`config.mk`:
```
export PLATFORM = sky130hd
export DESIGN_NAME = fetch_stage
export DESIGN_NICKNAME = d
export VERILOG_FILES = /design/src/rtl/fetch_stage_pkg.sv /design/src/rtl/fetch_entry_queue.sv /design/src/rtl/fetch_stage_checker.sv /design/src/rtl/fetch_stage.sv
export SDC_FILE = /design/constraint.sdc
export NUM_CORES = 1
export LEC_CHECK = 0
export CAP_MARGIN = 20
export CORE_MARGIN = 4
export CORE_UTILIZATION = 30
export DETAILED_ROUTE_END_ITERATION = 10
export PLACE_DENSITY_LB_ADDON = 0.2
export SLEW_MARGIN = 15
export SYNTH_ARGS = -nofsm -noshare
export SYNTH_HDL_FRONTEND = slang
export SYNTH_HIERARCHICAL = 1
export SYNTH_SLANG_ARGS = --single-unit
```
`constraint.sdc`:
```
create_clock -name clk -period 8.35 [get_ports clk]
set_clock_uncertainty 0.1 [all_clocks]
set_input_delay 2.0875 -clock clk [delete_from_list [all_inputs] [get_ports clk]]
set_output_delay 2.0875 -clock clk [all_outputs]
set_load 0.01 [all_outputs]
```
`src/rtl/fetch_stage_pkg.sv`:
```
// Shared fetch-side types: request/response slot buses and the exception record.
// The helper builds one decode-queue slot from a stored request slot and its instruction word.
package fetch_stage_pkg;

  typedef logic [31:0] virt_t;

  typedef struct packed {
    logic       excp;
    logic [4:0] ecode;
  } exception_t;

  typedef struct packed {
    logic       valid;
    virt_t      pc;
    exception_t exception;
  } prefetch_to_fetch_bus_t;

  typedef struct packed {
    logic        valid;
    virt_t       pc;
    logic [31:0] inst;
    exception_t  exception;
  } fetch_to_iq_bus_t;

  function automatic fetch_to_iq_bus_t make_iq_slot(input logic                   en,
                                                    input prefetch_to_fetch_bus_t req,
                                                    input logic [31:0]            inst);
    fetch_to_iq_bus_t slot;
    slot.valid     = en && req.valid;
    slot.pc        = req.pc;
    slot.inst      = inst;
    slot.exception = req.exception;
    return slot;
  endfunction

endpackage

```
`src/rtl/fetch_entry_queue.sv`:
```
// Circular array of in-flight fetch requests with allocate, fill and pop pointers.
// Also tracks occupancy and how many allocated entries still wait for ICache data.
module fetch_entry_queue
  import fetch_stage_pkg::*;
#(
  parameter int DEPTH = 4,
  parameter int CNT_W = $clog2(DEPTH) + 1
) (
  input  logic                   clk,
  input  logic                   reset,
  input  logic                   flush,
  input  logic                   alloc_en,
  input  prefetch_to_fetch_bus_t alloc_bus1,
  input  prefetch_to_fetch_bus_t alloc_bus2,
  input  logic                   fill_en,
  input  logic [63:0]            fill_rdata,
  input  logic                   pop_en,
  output prefetch_to_fetch_bus_t head_bus1,
  output prefetch_to_fetch_bus_t head_bus2,
  output logic [63:0]            head_rdata,
  output logic                   head_filled,
  output logic [CNT_W-1:0]       count,
  output logic [CNT_W-1:0]       pending
);

  localparam int PTR_W = $clog2(DEPTH);

  logic [PTR_W-1:0]       alloc_ptr_r;
  logic [PTR_W-1:0]       fill_ptr_r;
  logic [PTR_W-1:0]       head_ptr_r;
  logic [CNT_W-1:0]       count_r;
  logic [CNT_W-1:0]       pending_r;
  logic [DEPTH-1:0]       filled_r;
  prefetch_to_fetch_bus_t bus1_mem_r [DEPTH];
  prefetch_to_fetch_bus_t bus2_mem_r [DEPTH];
  logic [63:0]            rdata_mem_r [DEPTH];

  // Pointers, counters and filled flags; flush empties the queue like reset does.
  always_ff @(posedge clk) begin
    if (reset || flush) begin
      alloc_ptr_r <= {PTR_W{1'b0}};
      fill_ptr_r  <= {PTR_W{1'b0}};
      head_ptr_r  <= {PTR_W{1'b0}};
      count_r     <= {CNT_W{1'b0}};
      pending_r   <= {CNT_W{1'b0}};
      filled_r    <= {DEPTH{1'b0}};
    end else begin
      if (alloc_en) begin
        filled_r[alloc_ptr_r] <= 1'b0;
        alloc_ptr_r           <= alloc_ptr_r + PTR_W'(1);
      end
      if (fill_en) begin
        filled_r[fill_ptr_r] <= 1'b1;
        fill_ptr_r           <= fill_ptr_r + PTR_W'(1);
      end
      if (pop_en) begin
        head_ptr_r <= head_ptr_r + PTR_W'(1);
      end
      count_r   <= count_r + CNT_W'(alloc_en) - CNT_W'(pop_en);
      pending_r <= pending_r + CNT_W'(alloc_en) - CNT_W'(fill_en);
    end
  end

  // Payload storage; contents of unused entries are don't-care, so no reset.
  always_ff @(posedge clk) begin
    if (alloc_en && !flush) begin
      bus1_mem_r[alloc_ptr_r] <= alloc_bus1;
      bus2_mem_r[alloc_ptr_r] <= alloc_bus2;
    end
    if (fill_en && !flush) begin
      rdata_mem_r[fill_ptr_r] <= fill_rdata;
    end
  end

  assign head_bus1   = bus1_mem_r[head_ptr_r];
  assign head_bus2   = bus2_mem_r[head_ptr_r];
  assign head_rdata  = rdata_mem_r[head_ptr_r];
  assign head_filled = filled_r[head_ptr_r];
  assign count       = count_r;
  assign pending     = pending_r;

endmodule

```
`src/rtl/fetch_stage_checker.sv`:
```
// Protocol checks on the fetch stage boundary: no request into a full stage and
// no ICache response while nothing is outstanding.
module fetch_stage_checker #(
  parameter int CNT_W = 3
) (
  input logic             clk,
  input logic             reset,
  input logic             pfs_to_valid,
  input logic             fs_allowin,
  input logic             icache_data_ok,
  input logic [CNT_W-1:0] pending,
  input logic [CNT_W-1:0] discard_cnt
);

  // Upstream must respect fs_allowin.
  a_no_alloc_when_full : assert property (@(posedge clk) disable iff (reset)
    !(pfs_to_valid && !fs_allowin))
    else $error("fetch_stage: request issued while full");

  // Every response must match either a discard or an allocated, unfilled entry.
  a_no_orphan_response : assert property (@(posedge clk) disable iff (reset)
    !(icache_data_ok && (pending == {CNT_W{1'b0}}) && (discard_cnt == {CNT_W{1'b0}})))
    else $error("fetch_stage: response with nothing outstanding");

endmodule

```
`src/rtl/fetch_stage.sv`:
```
// Second fetch stage: pairs in-order ICache responses with recorded requests and
// presents two-slot bundles to the instruction queue, discarding responses killed by flush.
module fetch_stage
  import fetch_stage_pkg::*;
#(
  parameter int DEPTH = 4,
  parameter int CNT_W = $clog2(DEPTH) + 1
) (
  input  logic                   clk,
  input  logic                   reset,
  input  logic                   flush,
  input  logic                   pfs_to_valid,
  input  prefetch_to_fetch_bus_t prefetch_to_fetch_bus1,
  input  prefetch_to_fetch_bus_t prefetch_to_fetch_bus2,
  output logic                   fs_allowin,
  input  logic                   icache_data_ok,
  input  logic [63:0]            icache_rdata,
  input  logic                   iq_allowin,
  output logic                   fs_to_valid,
  output fetch_to_iq_bus_t       fetch_to_iq_bus1,
  output fetch_to_iq_bus_t       fetch_to_iq_bus2
);

  logic [CNT_W-1:0]       count_s;
  logic [CNT_W-1:0]       pending_s;
  logic [CNT_W-1:0]       discard_cnt_r;
  prefetch_to_fetch_bus_t head_bus1_s;
  prefetch_to_fetch_bus_t head_bus2_s;
  logic [63:0]            head_rdata_s;
  logic                   head_filled_s;
  logic                   fs_valid_s;
  logic                   alloc_en_s;
  logic                   fill_en_s;
  logic                   pop_en_s;
  logic                   discard_hit_s;

  assign fs_allowin    = (count_s < CNT_W'(DEPTH));
  assign fs_valid_s    = (count_s != {CNT_W{1'b0}}) && head_filled_s && !flush;
  assign discard_hit_s = icache_data_ok && (discard_cnt_r != {CNT_W{1'b0}});
  assign alloc_en_s    = pfs_to_valid && !flush && fs_allowin;
  assign fill_en_s     = icache_data_ok && (discard_cnt_r == {CNT_W{1'b0}}) && !flush;
  assign pop_en_s      = fs_valid_s && iq_allowin;

  fetch_entry_queue #(
    .DEPTH (DEPTH),
    .CNT_W (CNT_W)
  ) u_queue (
    .clk         (clk),
    .reset       (reset),
    .flush       (flush),
    .alloc_en    (alloc_en_s),
    .alloc_bus1  (prefetch_to_fetch_bus1),
    .alloc_bus2  (prefetch_to_fetch_bus2),
    .fill_en     (fill_en_s),
    .fill_rdata  (icache_rdata),
    .pop_en      (pop_en_s),
    .head_bus1   (head_bus1_s),
    .head_bus2   (head_bus2_s),
    .head_rdata  (head_rdata_s),
    .head_filled (head_filled_s),
    .count       (count_s),
    .pending     (pending_s)
  );

  // Responses still owed by the ICache for killed requests: on flush every unfilled
  // entry joins the backlog, and this cycle's response (if any) pays one back.
  always_ff @(posedge clk) begin
    if (reset) begin
      discard_cnt_r <= {CNT_W{1'b0}};
    end else if (flush) begin
      discard_cnt_r <= discard_cnt_r + pending_s - CNT_W'(icache_data_ok);
    end else if (discard_hit_s) begin
      discard_cnt_r <= discard_cnt_r - CNT_W'(1);
    end
  end

  assign fs_to_valid = fs_valid_s;
  // A request whose slot-0 pc sits in the odd word is a branch into slot 1.
  assign fetch_to_iq_bus1 = make_iq_slot(fs_valid_s && !head_bus1_s.pc[2], head_bus1_s,
                                         head_rdata_s[31:0]);
  assign fetch_to_iq_bus2 = make_iq_slot(fs_valid_s, head_bus2_s, head_rdata_s[63:32]);

  fetch_stage_checker #(
    .CNT_W (CNT_W)
  ) u_checker (
    .clk            (clk),
    .reset          (reset),
    .pfs_to_valid   (pfs_to_valid),
    .fs_allowin     (fs_allowin),
    .icache_data_ok (icache_data_ok),
    .pending        (pending_s),
    .discard_cnt    (discard_cnt_r)
  );

endmodule

```
==> results.py <==
metrics = {
    "run_status": {
        "status": "complete, no violations",
    },
    "run": {
        "max_cap_viol_count": 0,
    },
    "die": {
        "rows": 98,
        "die_h_um": 277,
        "die_area_um2": 76900,
        "io_pins": 292,
        "dieWidth_um": 277,
        "core_um2": 71700,
        "start_util_pct": 30.3,
    },
    "drt": {
        "drt_first_iter_violations": 477,
        "finalWirelength_um": 48600,
        "vias": 9986,
        "post-route-drc-count": 0,
        "detail_route.vias_per_cell": 4.49,
        "dr.pass1.iters": 4,
        "wl_per_cell_um": 21.8,
        "detail-route-antenna-nets": 0,
    },
    "setup_path": {
        "critPathMaxFanout": 19,
        "path_class": "in2out",
        "reg2regPathDepth": 8,
        "critPathCaptureType": "output pin",
        "startpoint_type": "input pin",
        "reg2reg_from": "discard_cnt_r[0]$_SDFFE_PP0P_",
        "required_ps": 6160,
        "rrSetupSlack_ps": 4960,
        "r2r-end": "u_queue/rdata_mem_r[3][28]$_DFFE_PP_",
        "cp_data_arrival_time_ps": 3910,
        "critPathLaunch": "flush",
    },
    "min_path": {
        "hold_start": "u_queue/fill_ptr_r[1]$_SDFFE_PP0P_",
        "min_to": "u_queue/fill_ptr_r[1]$_SDFFE_PP0P_",
        "hp-class": "reg2reg",
        "hold_depth": 2,
    },
    "sta": {
        "fin_tns_setup_ps": 0,
        "min_period_ps": 6100,
        "final.period_utilization_pct": 73.1,
        "max_freq_mhz": 164,
        "tightest_slew_ps": 1090,
        "relSlewSlack_pct": 27.5,
        "drv_slew": 0,
        "finalSetupViolations": 0,
        "finalHoldViolCount": 0,
        "rsz0062_at_grt": "false",
        "fin_ws_ps": 2250,
    },
    "logic_synthesis": {
        "synth_cells": 880,
        "synth-simple-area-share_pct": 1.04,
        "yosysTopAreaCellShare_pct": 78.4,
        "synth_xor_area_share_pct": 0.489,
        "synth-seq-area-share_pct": 80.3,
        "synth-seq-cells": 589,
        "synthMuxAreaShare_pct": 14.9,
        "synth.avg_cell_area_um2": 24.7,
        "synth_area_um2": 21800,
        "yosys.area_share.adder_pct": 1.25,
        "yosysTopAreaCell": "edfxtp_1",
        "synth_area_leaders": "edfxtp_1 78%, mux4_2 15%, dfxtp_1 1.9%",
        "synth_top_family_by_area": "multiplexers",
        "yosysWarnings": 6,
        "synth_compound_area_share_pct": 0.598,
        "synth_cell_types": 32,
        "syn-num-nets": 1048,
    },
    "final_layout": {
        "mostFrequentLayoutCell": "edfxtp_1",
        "syn_to_final_growth_pct": 28.4,
        "final_cell_mix": "568 x edfxtp_1, 291 x clkdlybuf4s50_1, 143 x mux4_2",
        "fin_util_pct": 38.9,
        "fin_nets": 1389,
        "finish.instance_area_um2": 27900,
        "fin_cells": 2224,
        "drive_gt1_share_pct": 21.5,
    },
    "cts": {
        "cts-hold-fix-buffers": 0,
        "postCtsSetupRepairBufs": 0,
        "htree_levels": 3,
        "insertion_delay_ps": 580,
        "cts_resized": 0,
        "cts.sinks": 589,
        "cts_max_path_buffers": 3,
        "cts-buffers-inserted": 66,
        "root_buffer": "clkbuf_16",
        "cts_tree": "done",
        "clk_pin_slew_ps": 50,
    },
    "power_and_ir_drop": {
        "ir_worst_vdd_mv": 0.142,
        "power_leakage_uw": 0.00863,
        "power_density_nw_per_um2": 225,
    },
    "placement": {
        "place_ws_ps": 2220,
        "place_congestion": 0.692,
        "postPlaceCellArea_um2": 25900,
        "port_buffers": 291,
        "place.detailed.hpwl_um": 29200,
        "dp.cells": 2103,
    },
    "grt": {
        "grt_use_total_pct": 12.5,
        "grt_max_degree": 100,
        "grt_pass1_vias": 10700,
        "antenna_found_initial": 6,
        "grt.overflow.total": 0,
        "grt_pass1_wl_um": 71800,
    },
}
[area by class of cell]
| class | count | area (µm²) |
|---|---|---|
| well taps | 950 | 1190 |
| clock inverters | 31 | 263 |
| fillers | 6480 | 43800 |
| multi-input cells | 234 | 4040 |
| clock buffers | 85 | 1800 |
| inverters | 19 | 71.3 |
| diodes | 5 | 12.5 |
| flip-flops and latches | 589 | 17500 |
| repair buffers | 311 | 3090 |
[power by group]
part,internal (µW),switching (µW),leakage [µW]
Sequential,3280,9.44,0.00530
Combinational,142,118,0.00233
Clock,1620,1120,0.00101
[registers in the layout, indices dropped and copies added, names as in the netlist, named ones only]
| register | flops |
|---|---|
| u_queue/bus2_mem_r | 156 |
| u_queue/filled_r | 4 |
| u_queue/count | 3 |
| u_queue/fill_ptr_r | 2 |
| discard_cnt_r | 3 |
| u_queue/bus1_mem_r | 156 |
| u_queue/head_ptr_r | 2 |
| u_queue/rdata_mem_r | 256 |
| u_queue/alloc_ptr_r | 2 |
| u_queue/pending | 3 |
[routing by layer]
metal,routed length [µm],GRT usage (%)
met5,11,0
met4,967,3.81
met3,2740,3.49
met2,24900,21.4
met1,20000,15.4
[cell usage after synthesis]
library cell	instances
nor3b_2	1
xor3_1	1
and3b_1	1
xnor2_1	4
nor2_1	18
ha_1	17
or2_2	1
buf_2	18
o31a_1	1
edfxtp_1	568
xor2_1	1
o41ai_2	1
nor4bb_1	1
xor2_2	1
and2_1	5
clkbuf_1	10
a21bo_2	5
inv_1	19
a21oi_1	8
buf_6	10
nor3b_1	2
dfxtp_1	21
mux4_2	143
xnor3_1	1
nor3_1	1
fa_1	3
nand2b_2	1
a211oi_1	2
nand2_1	9
and3_1	2
mux2i_1	2
nand3b_1	2
[how the worst max path moves through the flow]
| stage | to | slack, ps |
|---|---|---|
| 3_3_place_gp | fetch_to_iq_bus1[70] | 2230 |
| 6_report | fetch_to_iq_bus1[70] | 2250 |
| 3_5_place_dp | fetch_to_iq_bus1[70] | 2220 |
| 5_1_grt | fetch_to_iq_bus1[70] | 2180 |
| 2_1_floorplan | u_queue/bus1_mem_r[0][0]$_DFFE_PP_ | 1460 |
| 4_1_cts | fetch_to_iq_bus1[70] | 2220 |
[logic make-up after synthesis]
kind of cell / after synthesis
adders and majority gates: 20
muxes: 145
and+or+nand+nor: 44
buffers and inverters: 57
AOI/OAI and AO/OA: 17
DFF: 589
xor gates and xnor gates: 8
[through the flow]
step / hold slack [ps] / power, µW
2_1_floorplan: 414 / 3440
3_3_place_gp: 448 / 3610
3_5_place_dp: 451 / 3610
4_1_cts: 461 / 6400
5_1_grt: 476 / 6540
6_report: 453 / 6290
[worst max-delay path, cell delays in order]
cell	delay [ps]
clkdlybuf4s50_1	400
buf_4	240
nor3b_2	420
and3b_1	210
clkdlybuf4s50_1	540
No activity file was read; power rests on OpenSTA's default activity.
